`src/rtl/pc_ctrl_pkg.sv`:
```
// Shared encodings and constants for the PC sequencer and its next-PC mux.
package pc_ctrl_pkg;

  localparam int          XLEN_DEF   = 32;
  localparam int          INST_BYTES = 4;
  localparam logic [31:0] RESET_PC   = 32'h8000_0000;

  typedef enum logic [2:0] {
    S_IDLE       = 3'd0,
    S_FETCH_REQ  = 3'd1,
    S_FETCH_WAIT = 3'd2,
    S_EXEC       = 3'd3,
    S_HALT       = 3'd4
  } state_t;

  typedef enum logic [1:0] {
    NPC_SEQ  = 2'd0,
    NPC_BR   = 2'd1,
    NPC_TRAP = 2'd2,
    NPC_RET  = 2'd3
  } npc_sel_t;

endpackage

```
`src/rtl/pc_ctrl_npc_sel.sv`:
```
// Next-PC priority mux: turns a fetch error or a completed instruction into
// PC-adder operands and a write enable; ebreak requests a halt instead.
module npc_sel
  import pc_ctrl_pkg::*;
#(
  parameter int XLEN = XLEN_DEF
) (
  input  logic            trap_fetch_i,
  input  logic            done_i,
  input  logic            ebreak_i,
  input  logic            ecall_i,
  input  logic            mret_i,
  input  logic            br_taken_i,
  input  logic [XLEN-1:0] pc_i,
  input  logic [XLEN-1:0] mtvec_i,
  input  logic [XLEN-1:0] mepc_i,
  input  logic [XLEN-1:0] br_base_i,
  input  logic [XLEN-1:0] br_off_i,
  output logic [XLEN-1:0] a_o,
  output logic [XLEN-1:0] b_o,
  output logic            wen_o,
  output logic            halt_o
);

  npc_sel_t sel;

  always_comb begin
    sel    = NPC_SEQ;
    wen_o  = 1'b0;
    halt_o = 1'b0;
    if (trap_fetch_i) begin
      sel   = NPC_TRAP;
      wen_o = 1'b1;
    end else if (done_i) begin
      if (ebreak_i) begin
        halt_o = 1'b1;
      end else begin
        wen_o = 1'b1;
        if (ecall_i)         sel = NPC_TRAP;
        else if (mret_i)     sel = NPC_RET;
        else if (br_taken_i) sel = NPC_BR;
        else                 sel = NPC_SEQ;
      end
    end
  end

  // Outside a write cycle the operands rest at pc/4 so they never float.
  always_comb begin
    a_o = pc_i;
    b_o = XLEN'(INST_BYTES);
    if (wen_o) begin
      case (sel)
        NPC_TRAP: begin a_o = mtvec_i;   b_o = '0;       end
        NPC_RET:  begin a_o = mepc_i;    b_o = '0;       end
        NPC_BR:   begin a_o = br_base_i; b_o = br_off_i; end
        default:  begin a_o = pc_i;      b_o = XLEN'(INST_BYTES); end
      endcase
    end
  end

endmodule

```
`src/rtl/pc_ctrl.sv`:
```
// Multi-cycle fetch/execute sequencer driving the PC adder, the fetch
// handshake, trap/return redirects, halt/timeout detection and perf counters.
module pc_ctrl
  import pc_ctrl_pkg::*;
#(
  parameter int XLEN    = XLEN_DEF,
  parameter int TIMEOUT = 1024,
  parameter int CNT_W   = 64
) (
  input  logic             clk,
  input  logic             rst,
  input  logic [XLEN-1:0]  pc,
  output logic [XLEN-1:0]  pc_a,
  output logic [XLEN-1:0]  pc_b,
  output logic             pc_wen,
  output logic             ifu_req_valid,
  input  logic             ifu_req_ready,
  output logic [XLEN-1:0]  ifu_req_addr,
  input  logic             ifu_rsp_valid,
  output logic             ifu_rsp_ready,
  input  logic [31:0]      ifu_rsp_inst,
  input  logic             ifu_rsp_err,
  output logic [31:0]      inst,
  output logic             inst_valid,
  input  logic             exu_done,
  input  logic             br_taken,
  input  logic [XLEN-1:0]  br_base,
  input  logic [XLEN-1:0]  br_off,
  input  logic             ecall,
  input  logic             mret,
  input  logic             ebreak,
  input  logic [XLEN-1:0]  mtvec,
  input  logic [XLEN-1:0]  mepc,
  output logic             halted,
  output logic             timeout,
  output logic             fetch_err,
  output logic [CNT_W-1:0] cycle_cnt,
  output logic [CNT_W-1:0] instret_cnt
);

  localparam int WAIT_W = $clog2(TIMEOUT) + 1;

  state_t            state_q;
  logic [WAIT_W-1:0] wait_q;
  logic [31:0]       inst_q;
  logic              inst_vld_q;
  logic              timeout_q;
  logic [CNT_W-1:0]  cycle_q;
  logic [CNT_W-1:0]  instret_q;

  logic            ferr_d;
  logic            done_d;
  logic [XLEN-1:0] sel_a;
  logic [XLEN-1:0] sel_b;
  logic            sel_wen;
  logic            halt_req;

  // Handshakes are gated by rst so nothing is accepted in the reset cycle itself.
  assign ferr_d = rst && (state_q == S_FETCH_WAIT) && ifu_rsp_valid && ifu_rsp_err;
  assign done_d = rst && (state_q == S_EXEC) && exu_done;

  npc_sel #(.XLEN(XLEN)) u_npc_sel (
    .trap_fetch_i (ferr_d),
    .done_i       (done_d),
    .ebreak_i     (ebreak),
    .ecall_i      (ecall),
    .mret_i       (mret),
    .br_taken_i   (br_taken),
    .pc_i         (pc),
    .mtvec_i      (mtvec),
    .mepc_i       (mepc),
    .br_base_i    (br_base),
    .br_off_i     (br_off),
    .a_o          (sel_a),
    .b_o          (sel_b),
    .wen_o        (sel_wen),
    .halt_o       (halt_req)
  );

  assign pc_wen        = sel_wen;
  assign pc_a          = (rst && state_q != S_IDLE) ? sel_a : '0;
  assign pc_b          = (rst && state_q != S_IDLE) ? sel_b : '0;
  assign ifu_req_valid = rst && (state_q == S_FETCH_REQ);
  assign ifu_req_addr  = ifu_req_valid ? pc : '0;
  assign ifu_rsp_ready = rst && (state_q == S_FETCH_WAIT);
  assign fetch_err     = ferr_d;
  assign inst          = inst_q;
  assign inst_valid    = inst_vld_q;
  assign halted        = (state_q == S_HALT);
  assign timeout       = timeout_q;
  assign cycle_cnt     = cycle_q;
  assign instret_cnt   = instret_q;

  always_ff @(posedge clk) begin
    if (!rst) begin
      state_q    <= S_IDLE;
      wait_q     <= '0;
      inst_q     <= '0;
      inst_vld_q <= 1'b0;
      timeout_q  <= 1'b0;
      cycle_q    <= '0;
      instret_q  <= '0;
    end else begin
      inst_vld_q <= 1'b0;
      if (state_q != S_HALT) cycle_q <= cycle_q + CNT_W'(1);
      case (state_q)
        S_IDLE: state_q <= S_FETCH_REQ;
        S_FETCH_REQ: begin
          if (ifu_req_ready) begin
            state_q <= S_FETCH_WAIT;
            wait_q  <= '0;
          end
        end
        S_FETCH_WAIT: begin
          wait_q <= wait_q + WAIT_W'(1);
          // A response in the last allowed cycle still beats the timeout.
          if (ifu_rsp_valid) begin
            if (ifu_rsp_err) begin
              state_q <= S_FETCH_REQ;
            end else begin
              inst_q     <= ifu_rsp_inst;
              inst_vld_q <= 1'b1;
              state_q    <= S_EXEC;
            end
          end else if (wait_q == WAIT_W'(TIMEOUT - 1)) begin
            timeout_q <= 1'b1;
            state_q   <= S_HALT;
          end
        end
        S_EXEC: begin
          if (exu_done) begin
            instret_q <= instret_q + CNT_W'(1);
            state_q   <= halt_req ? S_HALT : S_FETCH_REQ;
          end
        end
        S_HALT: state_q <= S_HALT;
        default: state_q <= S_IDLE;
      endcase
    end
  end

endmodule

```
`config.mk`:
```
export PLATFORM = sky130hd
export DESIGN_NAME = pc_ctrl
export DESIGN_NICKNAME = d
export VERILOG_FILES = /design/src/rtl/pc_ctrl_pkg.sv /design/src/rtl/pc_ctrl_npc_sel.sv /design/src/rtl/pc_ctrl.sv
export SDC_FILE = /design/constraint.sdc
export NUM_CORES = 1
export LEC_CHECK = 0
export BUFFER_PORTS_ARGS = -buffer_cell sky130_fd_sc_hd__buf_2
export CORE_AREA = 2 2 179 181
export DETAILED_ROUTE_END_ITERATION = 10
export DIE_AREA = 0 0 181 183
export GPL_ROUTABILITY_DRIVEN = 0
export SYNTH_ARGS = -nofsm -noshare
export SYNTH_HDL_FRONTEND = slang
export SYNTH_SLANG_ARGS = --single-unit
```
`constraint.sdc`:
```
create_clock -name clk -period 10.75 [get_ports clk]
set_clock_uncertainty 0.1 [all_clocks]
set_input_delay 3.225 -clock clk [delete_from_list [all_inputs] [get_ports clk]]
set_output_delay 3.225 -clock clk [all_outputs]
set_load 0.02 [all_outputs]
```
==> reports/qor.txt <==
Hold Path Depth: 2
syn nets: 1477
placed cell count: 2062
Netlist Area Pre-Place: 9590 um2
outcome: complete, no violations
CP startpoint kind: input port
syn_area_per_cell: 7.54 um2
Reg clk slew, reported paths: 0.07 ns
Yosys warnings: 0
commonest non-fill, non-tap cells in the layout: buf_2, dfxtp_1, nand2_1
RSZ-0062 raised after global routing: no
hold buffers post-CTS: 0
fin crit period: 9.41 ns
Rows: 65
filler cell count: 3289
maxcap violations: 0
HPWL Detailed: 31.8 mm
worst r2r path cells: 6
final cell count without fillers: 2096
starting density of the core: 30.7%
crit path DAT: 6.09 ns
dpl cell area: 12200 um2
worst hold slack: 0.357 ns
Pleak: 5.75 nW
# DRC: 0
layout cell share with drive strength beyond 1: 31.3%
IO Pins: 465
DRT Wirelength: 41.1 mm
area of the die: 33100 um2
vias per cell: 5.43
Clock Latency Late Sink: 0.44 ns
chip width: 181 um
Distinct cells, synth: 56
first-pass GRT wire length: 60.5 mm
total power: 0.00150 W
post-CTS setup buffer count: 0
GR Overflow Total: 0
post-synthesis sequential area ratio: 36.8%
# setup viols final: 0
post-synthesis cell count: 1272
period utilization: 87.6%
HP Class: flip-flop to flip-flop
Num CTS Buffers: 17
# clock sinks: 176
Max Clk Rate: 0.106 GHz
vias after detailed routing: 11400
CTS tree: built
commonest non-fill, non-tap cell in the layout: buf_2
Synth Register Bits: 176
Global Route Usage Sum: 23.5%
final-report max-slew violation count: 0
CP max FO: 31
H-tree levels: 4
Initial DRT Pass Iterations: 6
Yosys top cell area share: 36.8%
maximum vdd drop: 0.000120 V
Setup CP Type: input port to output pin
Clock Path Buffers: 2
TNS Setup: 0 ns
Worst-Margin Slew: 1.34 ns
1st-iter DRT viols: 1108
root buffer cell: clkbuf_16
Slew HR: 10.6%
Post-synth EDFFs: 0
largest net degree at the start of global routing: 88
Area contributors post-synth: dfxtp_1, nand2_1, a21oi_1, and3_1, nor2_1
CORE AREA: 31200 um2
CP Capture Type: output pin
Primary FF master, synth: dfxtp_1
Final ANT Viol Nets: 0
post-cts sizing count: 0
number of buffers added on ports: 464
vias in the first global route: 10200
Final Hold Fails: 0
CP Data Required Time: 7.43 ns
PD cells: 117 nW/um2
post-synth top area cell: dfxtp_1
initial antenna violation count: 16
Layout area overhead: 33.1%
routed len/inst: 19.6 um
Async SR Flop Fraction: 0%
NumNets Final: 1884
die height: 183 um
fin area: 12800 um2
[final timing paths]
check / start / to / slack [ns]
max: rst / pc_a[10] / 1.34
min: inst[2] / inst[2] / 0.36
max reg2reg: state_q[0] / instret_cnt[62] / 7.35
min reg2reg: inst[2] / inst[2] / 0.36
[cell usage after synthesis, drive strengths merged, types with 2 or more instances]
library cell and n:
xor2 41, a21oi 111, and4 13, nand3 62
o21bai 2, dfxtp 176, nand2b 8, nor3 13
o311ai 6, nand3b 3, or3 29, or4b 2
o31ai 32, o21a 5, xnor2 9, nand4b 8
o41ai 11, o21ai 61, or2 6, nand4 50
clkbuf 73, inv 18, ha 3, nor2 114
or4 38, and2 46, nand2 173, mux2i 2
buf 12, a32oi 2, and3 78, a31oi 2
a22oi 30, nor4 15, mux2 5
[cell type report]
cell class / instances / area (um2) / area share (%)
diodes: 2 / 5.00 / 0.0392
clock buffers: 18 / 429 / 3.36
clock inverters: 14 / 151 / 1.19
inverters: 18 / 70.1 / 0.549
multi-input cells: 993 / 5680 / 44.6
flip-flops and latches: 176 / 3520 / 27.6
well taps: 402 / 503 / 3.94
repair buffers: 473 / 2390 / 18.7
[per-stage QoR]
step	setup WS (ns)	utilization [%]
4_1_cts	1.41	40.8
6_report	1.34	40.8
5_1_grt	1.23	40.8
3_5_place_dp	1.42	39.0
3_3_place_gp	1.48	39.0
2_1_floorplan	2.54	-
[critical path, stage by stage]
cell and delay, ns:
buf_2 0.54, nor2b_1 0.37, and4_1 1.14, a22oi_1 0.16, and3_1 0.25, nor2_1 0.16
buf_2 0.20
[where the power goes]
group / leakage, nW / switching, W / internal (W)
clock network: 0.276 / 0.000295 / 0.000329
registers: 1.42 / 0.00000956 / 0.000658
logic: 4.05 / 0.000133 / 0.0000726
[flip-flops by register name (all words and copies together) (netlist names)]
signal / flops
cycle_cnt: 64
inst: 32
inst_valid: 1
instret_cnt: 64
state_q: 3
timeout: 1
wait_q: 11
[kinds of logic (layout without fill, tap and decap cells)]
family | Yosys count | after routing | share of synthesized area [%]
other cells | 0 | 2 | 0
mux | 7 | 7 | 0.796
simple gates | 662 | 662 | 36.3
fa+ha+maj | 3 | 3 | 0.392
buf+inv | 103 | 523 | 4.11
xor+xnor | 50 | 50 | 4.57
flops | 176 | 176 | 36.8
compound gates | 271 | 271 | 17.0
[routing by layer]
metal  routed length (um)  vias up  track usage [%]
li1                     -     5437                -
met1                18000     5385             31.8
met2                18000      500             35.2
met3                 4460       52             9.57
met4                  507       16             4.55
met5                  104        -                0
No activity file was read; power rests on OpenSTA's default activity.
